`config.mk`:
```
export PLATFORM = sky130hd
export DESIGN_NAME = ahb_wrr_output_arbiter
export DESIGN_NICKNAME = d
export VERILOG_FILES = /design/src/rtl/ahb_bm_pkg.sv /design/src/rtl/ahb_burst_tracker.sv /design/src/rtl/ahb_wrr_output_arbiter.sv
export SDC_FILE = /design/constraint.sdc
export NUM_CORES = 1
export LEC_CHECK = 0
export ABC_AREA = 0
export BUFFER_PORTS_ARGS = -buffer_cell sky130_fd_sc_hd__buf_2
export CORE_ASPECT_RATIO = 1.25
export CORE_MARGIN = 1.5
export CORE_UTILIZATION = 49
export DETAILED_ROUTE_END_ITERATION = 16
export PLACE_DENSITY = 0.75
export SETUP_SLACK_MARGIN = 0.15
export SLEW_MARGIN = 20
export SYNTH_ARGS = -nofsm -noshare
export SYNTH_HDL_FRONTEND = slang
export SYNTH_HIERARCHICAL = 1
export SYNTH_SLANG_ARGS = --single-unit
```
`constraint.sdc`:
```
create_clock -name HCLK -period 1.75 [get_ports HCLK]
set_input_delay 0.35 -clock HCLK [delete_from_list [all_inputs] [get_ports HCLK]]
set_output_delay 0.35 -clock HCLK [all_outputs]
set_load 0.01 [all_outputs]
```
`src/rtl/ahb_bm_pkg.sv`:
```
// Shared bus-matrix definitions: AHB transfer/burst encodings and the
// port codes used on the addr_in_port/no_port output-stage contract.
package ahb_bm_pkg;

  typedef enum logic [1:0] {
    HTRANS_IDLE   = 2'b00,
    HTRANS_BUSY   = 2'b01,
    HTRANS_NONSEQ = 2'b10,
    HTRANS_SEQ    = 2'b11
  } htrans_e;

  typedef enum logic [2:0] {
    HBURST_SINGLE = 3'b000,
    HBURST_INCR   = 3'b001,
    HBURST_WRAP4  = 3'b010,
    HBURST_INCR4  = 3'b011,
    HBURST_WRAP8  = 3'b100,
    HBURST_INCR8  = 3'b101,
    HBURST_WRAP16 = 3'b110,
    HBURST_INCR16 = 3'b111
  } hburst_e;

  localparam logic [1:0] PORT_NONE = 2'b00;
  localparam logic [1:0] PORT1     = 2'b01;
  localparam logic [1:0] PORT2     = 2'b10;
  localparam logic [1:0] PORT3     = 2'b11;

  // Round-robin successor of a port code, wrapping 3 back to 1.
  function automatic logic [1:0] port_next(input logic [1:0] p);
    return (p == PORT3) ? PORT1 : p + 2'd1;
  endfunction

endpackage

```
`src/rtl/ahb_burst_tracker.sv`:
```
// Tracks the remaining beats of a fixed-length burst on the muxed slave
// interface; next_hold_o tells the arbiter the burst is still in progress.
module ahb_burst_tracker
  import ahb_bm_pkg::*;
(
  input  logic       HCLK,
  input  logic       HRESETn,
  input  logic       hready_i,
  input  logic       hsel_i,
  input  logic [1:0] htrans_i,
  input  logic [2:0] hburst_i,
  output logic       next_hold_o
);

  logic [3:0] remain_q, remain_d;
  logic       hold_q, hold_d;

  // NOTE: every variable assigned here gets a default first, so no path
  // through the case statements can leave it unassigned and infer a latch.
  always_comb begin
    remain_d = remain_q;
    hold_d   = hold_q;
    if (!hsel_i || htrans_i == HTRANS_IDLE) begin
      remain_d = '0;
      hold_d   = 1'b0;
    end else begin
      case (htrans_i)
        HTRANS_NONSEQ: begin
          case (hburst_i)
            HBURST_WRAP4,  HBURST_INCR4:  begin remain_d = 4'd3;  hold_d = 1'b1; end
            HBURST_WRAP8,  HBURST_INCR8:  begin remain_d = 4'd7;  hold_d = 1'b1; end
            HBURST_WRAP16, HBURST_INCR16: begin remain_d = 4'd15; hold_d = 1'b1; end
            default:                      begin remain_d = '0;    hold_d = 1'b0; end
          endcase
        end
        HTRANS_SEQ: begin
          if (remain_q == '0) begin
            remain_d = '0;
            hold_d   = 1'b0;
          end else begin
            remain_d = remain_q - 4'd1;
            hold_d   = (remain_q != 4'd1);
          end
        end
        default: ; // BUSY: the burst is paused, nothing moves
      endcase
    end
  end

  // NOTE: sequential state uses non-blocking assignments so every register
  // samples the pre-edge values regardless of process ordering.
  always_ff @(posedge HCLK or negedge HRESETn) begin
    if (!HRESETn) begin
      remain_q <= '0;
      hold_q   <= 1'b0;
    end else if (hready_i) begin
      remain_q <= remain_d;
      hold_q   <= hold_d;
    end
  end

  assign next_hold_o = hold_d;

endmodule

```
`src/rtl/ahb_wrr_output_arbiter.sv`:
```
// Weighted round-robin output-stage arbiter for one slave port with three
// input stages; grants persist across locks and fixed bursts.
module ahb_wrr_output_arbiter
  import ahb_bm_pkg::*;
#(
  parameter int WEIGHT1 = 4,
  parameter int WEIGHT2 = 4,
  parameter int WEIGHT3 = 4,
  parameter int CNT_W   = 4
) (
  input  logic             HCLK,
  input  logic             HRESETn,
  input  logic             req_port1,
  input  logic             req_port2,
  input  logic             req_port3,
  input  logic             HREADYM,
  input  logic             HSELM,
  input  logic [1:0]       HTRANSM,
  input  logic [2:0]       HBURSTM,
  input  logic             HMASTLOCKM,
  output logic [1:0]       addr_in_port,
  output logic             no_port,
  output logic [CNT_W-1:0] credit_left
);

  // A zero weight would starve a port, so it is promoted to one credit.
  localparam logic [CNT_W-1:0] W1 = (WEIGHT1 == 0) ? CNT_W'(1) : CNT_W'(WEIGHT1);
  localparam logic [CNT_W-1:0] W2 = (WEIGHT2 == 0) ? CNT_W'(1) : CNT_W'(WEIGHT2);
  localparam logic [CNT_W-1:0] W3 = (WEIGHT3 == 0) ? CNT_W'(1) : CNT_W'(WEIGHT3);

  function automatic logic [CNT_W-1:0] weight_of(input logic [1:0] p);
    case (p)
      PORT1:   return W1;
      PORT2:   return W2;
      PORT3:   return W3;
      default: return '0;
    endcase
  endfunction

  logic [1:0]       addr_q, addr_d;
  logic             no_port_q, no_port_d;
  logic [CNT_W-1:0] credit_q, credit_d;

  logic             next_hold;
  logic             xfer;
  logic [CNT_W-1:0] credit_dec;
  logic [3:0]       req_vec;
  logic [1:0]       cand1, cand2;

  ahb_burst_tracker u_burst_tracker (
    .HCLK        (HCLK),
    .HRESETn     (HRESETn),
    .hready_i    (HREADYM),
    .hsel_i      (HSELM),
    .htrans_i    (HTRANSM),
    .hburst_i    (HBURSTM),
    .next_hold_o (next_hold)
  );

  assign xfer       = HSELM & HTRANSM[1];
  assign credit_dec = (xfer && credit_q != '0) ? credit_q - CNT_W'(1) : credit_q;
  assign req_vec    = {req_port3, req_port2, req_port1, 1'b0};
  assign cand1      = port_next(addr_q);
  assign cand2      = port_next(cand1);

  always_ff @(posedge HCLK or negedge HRESETn) begin
    if (!HRESETn) begin
      addr_q    <= PORT_NONE;
      no_port_q <= 1'b1;
      credit_q  <= '0;
    end else if (HREADYM) begin
      addr_q    <= addr_d;
      no_port_q <= no_port_d;
      credit_q  <= credit_d;
    end
  end

  // Decision ladder: lock/burst, idle pick, keep, rotate, reload, release.
  always_comb begin
    addr_d    = addr_q;
    no_port_d = no_port_q;
    credit_d  = credit_q;
    if (HMASTLOCKM || next_hold) begin
      credit_d = credit_dec;
    end else if (no_port_q) begin
      if (req_port1) begin
        addr_d = PORT1; no_port_d = 1'b0; credit_d = W1;
      end else if (req_port2) begin
        addr_d = PORT2; no_port_d = 1'b0; credit_d = W2;
      end else if (req_port3) begin
        addr_d = PORT3; no_port_d = 1'b0; credit_d = W3;
      end
    end else if (req_vec[addr_q] && credit_dec != '0) begin
      credit_d = credit_dec;
    end else if (req_vec[cand1]) begin
      addr_d = cand1; credit_d = weight_of(cand1);
    end else if (req_vec[cand2]) begin
      addr_d = cand2; credit_d = weight_of(cand2);
    end else if (HSELM) begin
      credit_d = weight_of(addr_q);
    end else begin
      no_port_d = 1'b1;
      credit_d  = '0;
    end
  end

  always_comb begin
    no_port      = no_port_q;
    credit_left  = credit_q;
    addr_in_port = (!no_port_q && addr_q == PORT_NONE) ? 2'bxx : addr_q;
  end

  a_grant_has_port : assert property (@(posedge HCLK) disable iff (!HRESETn)
    !(!no_port_q && addr_q == PORT_NONE))
    else $error("grant active with no port code");

endmodule

```
==> results of run 1 <==
-- cells in the final DEF (no fill, tap or decap), types with 2 or more instances in the layout --
cell       instances
o21bai_1           3
nor2_1             6
nor2b_1            2
a21oi_1            7
mux2i_1            3
a21o_1             4
buf_2             18
o21ai_0            3
a211o_1            2
and3_1             2
ha_4               3
a21oi_2            2
buf_4             38
a211oi_1           4
dfrtp_2            2
o2bb2ai_1          2
nor3_2             3
nand3_1            2
inv_1              5
dfrtp_1            9
nand2_1           11
clkbuf_4           3
or3_1              4
nand2b_1           3
-- sequential cells by signal (all words and copies together) (netlist names) --
register / flops
addr_q: 2
credit_left: 4
no_port: 1
u_burst_tracker/hold_q: 1
u_burst_tracker/remain_q: 4
-- worst reg2reg max path: stages (launching register included) --
cell and delay (ps):
dfrtp_1 410, o311ai_4 310, a21oi_1 120, a41o_1 260, nor2_2 130, nand3_2 140, nor3_4 250, mux2i_1 220
-- area by class of cell --
cell class	count	area share [%]
Multi-Input combinational cell	95	50.5
Clock buffer	4	2.29
Sequential cell	12	19.2
Timing Repair Buffer	58	25.0
Inverter	6	1.42
Tap cell	20	1.58
-- path summary, 6_finish.rpt --
kind	endpoint	slack [ps]	cells after the start
setup / recovery	addr_q[1]$_DFFE_PN0P_	-170	7
max in group asynchronous	no_port$_DFFE_PN1P_	1000	2
min in group asynchronous	u_burst_tracker/hold_q$_DFFE_PN0P_	470	2
hold / removal	no_port$_DFFE_PN1P_	410	3
hold reg to reg	u_burst_tracker/hold_q$_DFFE_PN0P_	550	1
setup reg to reg	addr_q[1]$_DFFE_PN0P_	-170	7
-- routing by layer --
layer | GRT usage [%] | vias to the layer above | wire length, µm
li1 | - | 554 | -
met1 | 24.9 | 564 | 1170
met2 | 52.9 | 42 | 1770
met3 | 4.29 | 19 | 117
met4 | 13.1 | 0 | 164
met5 | 0 | - | 0
-- cell usage after synthesis, drive strengths merged, types with 2 or more instances --
master   number
nor2          7
nor2b         2
nand2b        3
buf           3
dfrtp        11
o2bb2ai       2
inv           6
o21ai         5
mux2i         4
a211oi        4
or3           5
o21bai        3
nand3         3
a211o         2
ha            4
nand2        11
a21oi         9
or2           2
a21o          4
nor3          5
and3          2
-- power groups by stage --
stage          registers, W  logic [W]  clock network (W)
2_1_floorplan      0.000488   0.000653                  0
3_3_place_gp       0.000454    0.00110                  0
3_5_place_dp       0.000459    0.00117                  0
4_1_cts            0.000457    0.00125           0.000235
5_1_grt            0.000465    0.00158           0.000246
6_report           0.000453    0.00148           0.000232
-- logic make-up after synthesis --
| group | count (synthesis) | synth area share (%) |
|---|---|---|
| AOI/OAI and AO/OA | 40 | 32.4 |
| xor gates and xnor gates | 1 | 0.837 |
| adders and majority gates | 4 | 4.78 |
| buffers and inverters | 9 | 4.43 |
| DFF | 12 | 28.8 |
| muxes | 5 | 4.90 |
| and+or+nand+nor | 45 | 23.8 |
-- through the flow --
| step | util [%] | cell area, µm² | setup WS, ps |
|---|---|---|---|
| 3_5_place_dp | 69.2 | 1390 | -205 |
| 4_1_cts | 74.2 | 1490 | -138 |
| 3_3_place_gp | 69.2 | 1390 | -172 |
| 5_1_grt | 79.1 | 1590 | -227 |
| 6_report | 79.1 | 1590 | -167 |
| 2_1_floorplan | - | 1070 | -168 |
-- timing repair --
action                                 4_1_cts  5_1_grt
resized for setup                            9        9
endpoints found under the hold margin       11        0
setup endpoints to repair                    7        7
setup buffers                                2        6
hold buffers                                 1        0
pin swaps                                    3        7
==> impl_metrics.py, run 1 <==
metrics = {
    "pwr": {
        "p_int_w": 0.00128,
        "p_sw_w": 0.000886,
        "seq_power_share_pct": 20.9,
        "power_w": 0.00216,
        "power_density_mw_per_mm2": 1360,
        "p_leak_nw": 0.753,
        "peakVddDrop_v": 0.00101,
        "p_comb_share_pct": 68.4,
        "pwr-share-clk_pct": 10.7,
        "switching_share_pct": 40.9,
    },
    "synth": {
        "synth.distinct_cells": 45,
        "synthFlopType": "dfrtp_1",
        "yosysTopAreaCellShare_pct": 26.3,
        "synth_area_leaders": "dfrtp_1 26%, ha_1 4.8%, a21oi_1 4.3%, nand2_1 3.9%, mux2i_1 3.8%",
        "async_flop_share_pct": 100,
        "syn_avg_cell_area_um2": 9.02,
        "ys_seq_area_share_pct": 28.8,
        "syn_area_mm2": 0.00105,
        "synth_edf_count": 0,
        "yosys_warnings": 6,
        "yosys_register_bits": 12,
        "syn_nets": 133,
        "synth.largest_area_cell": "dfrtp_1",
        "syn_inst": 116,
    },
    "final_layout": {
        "multi_input_area_um2": 801,
        "area_delta_synth_final_pct": 51.6,
        "fillers": 122,
        "ff_latch_area_um2": 304,
        "final_cells": 195,
        "fin_nets": 193,
        "diodes": 0,
        "drive_gt1_share_pct": 50.3,
    },
    "critical_path": {
        "cp_slowest_stage_delay_ps": 410,
        "critPathLaunch": "u_burst_tracker/remain_q[2]$_DFFE_PN0P_",
        "crit_arrival_ps": 2120,
        "cp_max_fo": 3,
        "crit_family": "compound AO/OA/AOI/OAI gates",
        "critPathKind": "reg -> reg",
        "critPathBufInv": 0,
        "required_ps": 1950,
        "worstPathCellList": "o311ai_4 > a21oi_1 > a41o_1 > nor2_2 > nand3_2 > nor3_4 > mux2i_1",
        "crit_slowest_cell": "dfrtp_1",
        "worst_setup_path_end_kind": "register",
        "reg2reg_from": "u_burst_tracker/remain_q[2]$_DFFE_PN0P_",
        "cp-start-kind": "register",
    },
    "timing": {
        "tns_ps": -811,
        "finalHoldViolCount": 0,
        "period_minus_slack_ps": 1920,
        "relSlewSlack_pct": 70.2,
        "tightest_slew_ps": 445,
        "drv_slew": 0,
        "fin_hold_ws_ps": 412,
        "timing.final.ws_setup_ps": -167,
        "period_share_pct": 110,
        "fmax_mhz": 522,
        "rsz0062_at_grt": "yes",
        "finClkSkew_ps": 6.36,
        "setup_viol": 7,
    },
    "global_route": {
        "grt_pass1_wl_mm": 4.53,
        "grt.total_usage_pct": 26.2,
        "overflow": 0,
        "grt_pass1_vias": 1119,
        "grt_start_max_net_pins": 13,
        "grt_antenna_before_repair": 0,
    },
    "clock_network": {
        "clock-root-buffer": "clkbuf_4",
        "cts.reportedPaths.clkPinSlew_ps": 80,
        "cts_max_path_buffers": 2,
        "cts_buffers": 3,
        "cts_tree": "done",
        "cts_htree_levels": 1,
        "clock-sinks": 12,
        "insertion_delay_ps": 280,
    },
    "routing": {
        "ant_nets": 0,
        "vias": 1179,
        "drc": 0,
        "via_per_inst": 6.05,
        "firstDrtPassIters": 6,
        "drtIter0Drc": 38,
        "wl_per_cell_um": 16.5,
        "drt-total-wl_mm": 3.23,
    },
    "status": {
        "status": "finished with violations",
        "violations": "setup timing",
    },
    "flow_run": {
        "cap_violations": 0,
    },
    "floorplanning": {
        "die_area_mm2": 0.00242,
        "dieWidth_um": 44.3,
        "core_area_mm2": 0.00200,
        "die-height_um": 54.7,
        "start_util_pct": 52.2,
        "io_pins": 20,
        "rows": 18,
    },
    "placement": {
        "io_buffers": 18,
        "hpwlAfterDp_mm": 2.25,
        "place.gp.congestion": 0.765,
        "placedCellCount": 182,
    },
    "worst_hold_path": {
        "hold_path.class": "in -> reg",
        "min_from": "HREADYM",
    },
}
Note: power is estimated with default switching activity, not from simulation.
==> run 2, diff against run 1 <==
--- a/config.mk
+++ b/config.mk
@@ -11,6 +11,7 @@
 export CORE_MARGIN = 1.5
 export CORE_UTILIZATION = 49
 export DETAILED_ROUTE_END_ITERATION = 16
+export GPL_TIMING_DRIVEN = 0
 export PLACE_DENSITY = 0.75
 export SETUP_SLACK_MARGIN = 0.15
 export SLEW_MARGIN = 20
==> run 2 against run 1 <==
  * The flow still finishes with violations (setup timing)
  * Routed wire length decreased by 13%
  * Sequential share of layout area is 2.5 points higher
  * Worst setup slack worse by 78 ps
  * Worst hold slack worse by 4.2 ps
  * Clock skew decreased by 3.5 ps
  * Clock power is essentially flat
  * Via count down 12%
  * Die area unchanged
  * Fmax fell by 3.9%
  * Flip-flop and latch count did not move
  * Critical endpoint is now addr_q[0]$_DFFE_PN0P_
  * Largest power group unchanged
==> impl_metrics.py, run 2 (synthesis gave the netlist of run 1 again) <==
metrics = {
    "routing": {
        "drtIter0Drc": 16,
        "vias": 1043,
        "firstDrtPassIters": 6,
        "via_per_inst": 6.03,
        "drc": 0,
        "drt-total-wl_mm": 2.80,
        "ant_nets": 0,
        "wl_per_cell_um": 16.2,
    },
    "status": {
        "status": "finished with violations",
        "violations": "setup timing",
    },
    "critical_path": {
        "cp_max_fo": 3,
        "worst_setup_path_end_kind": "register",
        "crit_arrival_ps": 2200,
        "critPathKind": "reg -> reg",
        "cp_slowest_stage_delay_ps": 430,
        "crit_slowest_cell": "dfrtp_2",
        "critPathBufInv": 0,
        "required_ps": 1960,
        "crit_family": "compound AO/OA/AOI/OAI gates",
        "worstPathCellList": "o311ai_4 > a21oi_2 > a41o_1 > nor2_2 > nand3_2 > nor3_4 > mux2i_1",
        "cp-start-kind": "register",
    },
    "global_route": {
        "grt_antenna_before_repair": 0,
        "overflow": 0,
        "grt_pass1_vias": 1000,
        "grt_pass1_wl_mm": 4.31,
        "grt.total_usage_pct": 25.1,
        "grt_start_max_net_pins": 13,
    },
    "placement": {
        "place.gp.congestion": 0.840,
        "hpwlAfterDp_mm": 1.81,
        "io_buffers": 18,
        "post-place-ws_ps": -393,
        "placedCellCount": 154,
    },
    "timing": {
        "timing.final.ws_setup_ps": -245,
        "tightest_slew_ps": 458,
        "period_share_pct": 114,
        "rsz0062_at_grt": "yes",
        "finalHoldViolCount": 0,
        "drv_slew": 0,
        "period_minus_slack_ps": 2000,
        "setup_viol": 7,
        "relSlewSlack_pct": 69.1,
        "finClkSkew_ps": 2.85,
        "fmax_mhz": 501,
    },
    "final_layout": {
        "fin_util_pct": 70.7,
        "fillers": 149,
        "mostFrequentLayoutCell": "buf_2",
        "area_delta_synth_final_pct": 35.5,
        "diodes": 0,
        "final_cells": 173,
        "fin_nets": 171,
        "final_cell_mix": "19 x buf_2, 12 x buf_4, 11 x nand2_1",
        "drive_gt1_share_pct": 44.4,
    },
    "floorplanning": {
        "die_area_mm2": 0.00242,
        "die-height_um": 54.7,
        "core_area_mm2": 0.00200,
        "rows": 18,
        "dieWidth_um": 44.3,
        "io_pins": 20,
        "start_util_pct": 52.2,
    },
    "clock_network": {
        "clock-root-buffer": "clkbuf_4",
        "cts_max_path_buffers": 2,
        "cts.reportedPaths.clkPinSlew_ps": 80,
        "cts_tree": "done",
        "clock-sinks": 12,
        "cts_htree_levels": 1,
        "insertion_delay_ps": 280,
        "cts_buffers": 3,
    },
    "pwr": {
        "power_density_mw_per_mm2": 1370,
        "power_w": 0.00194,
        "p_leak_nw": 0.644,
        "peakVddDrop_v": 0.00103,
    },
    "worst_hold_path": {
        "hold_path.class": "in -> reg",
    },
    "flow_run": {
        "cap_violations": 0,
    },
}
run 2: cell count changes in the layout (fill, tap and decap cells not counted):
| cell | previous run | this run |
|---|---|---|
| mux2i_2 | 1 | 0 |
| o221a_2 | 0 | 1 |
| buf_4 | 38 | 12 |
| buf_2 | 18 | 19 |
| a21oi_1 | 7 | 5 |
| dfrtp_2 | 2 | 5 |
| buf_6 | 1 | 4 |
| nor3_2 | 3 | 1 |
| a21oi_2 | 2 | 4 |
| dfrtp_1 | 9 | 6 |
| nor3_1 | 1 | 3 |
| mux2i_1 | 3 | 4 |
| o221a_4 | 1 | 0 |
run 2: routing by layer:
layer / GRT usage, % / vias up / routed length, µm
met5: 0 / - / 0
met4: 13.6 / 0 / 53
met3: 4.95 / 7 / 65
met2: 46.6 / 16 / 1580
met1: 26.3 / 506 / 1110
li1: - / 514 / -
run 2: final cells by class:
| cell class | count | area, µm² | share of cell area [%] |
|---|---|---|---|
| plain buffers | 3 | 27.5 | 1.94 |
| clock buffers | 4 | 36.3 | 2.56 |
| inverters | 6 | 22.5 | 1.59 |
| multi-input cells | 95 | 786 | 55.4 |
| flip-flops and latches | 12 | 308 | 21.7 |
| well taps | 20 | 25.0 | 1.77 |
| repair buffers | 33 | 213 | 15.0 |
run 2: power by group:
| group | switching [W] | internal [W] | leakage [nW] |
|---|---|---|---|
| clock | 0.000104 | 0.000127 | 0.0210 |
| sequential | 0.0000694 | 0.000368 | 0.140 |
| combinational | 0.000637 | 0.000632 | 0.483 |
run 2: stage by stage:
stage / setup TNS (ps) / area, µm² / hold slack [ps]
2_1_floorplan: -1040 / 1070 / 54.4
3_3_place_gp: -1780 / 1180 / 247
3_5_place_dp: -2290 / 1180 / 250
4_1_cts: -1190 / 1400 / 400
5_1_grt: -1750 / 1420 / 398
6_report: -1410 / 1420 / 408
run 2: timing repair:
item | CTS | global route
buffers inserted | 14 | 0
hold buffers | 1 | 0
gates resized for setup | 15 | 5
endpoints found under the setup margin | 7 | 7
pin swaps | 9 | 8
endpoints found under the hold margin | 11 | 0
run 2: worst reg2reg max path, cell delays in order, from the launching register on:
cell,delay [ps]
dfrtp_2,430
o311ai_4,330
a21oi_2,100
a41o_1,290
nor2_2,200
nand3_2,150
nor3_4,230
mux2i_1,200
run 2: final timing paths:
path	startpoint	to	slack, ps	cells after the start
hold / removal	HREADYM	no_port$_DFFE_PN1P_	410	3
max in group asynchronous	HRESETn	no_port$_DFFE_PN1P_	1010	2
min in group asynchronous	HRESETn	addr_q[1]$_DFFE_PN0P_	470	2
setup / recovery	u_burst_tracker/remain_q[1]$_DFFE_PN0P_	addr_q[0]$_DFFE_PN0P_	-250	7
setup reg to reg	u_burst_tracker/remain_q[1]$_DFFE_PN0P_	addr_q[0]$_DFFE_PN0P_	-250	7
hold reg to reg	u_burst_tracker/hold_q$_DFFE_PN0P_	u_burst_tracker/hold_q$_DFFE_PN0P_	500	1
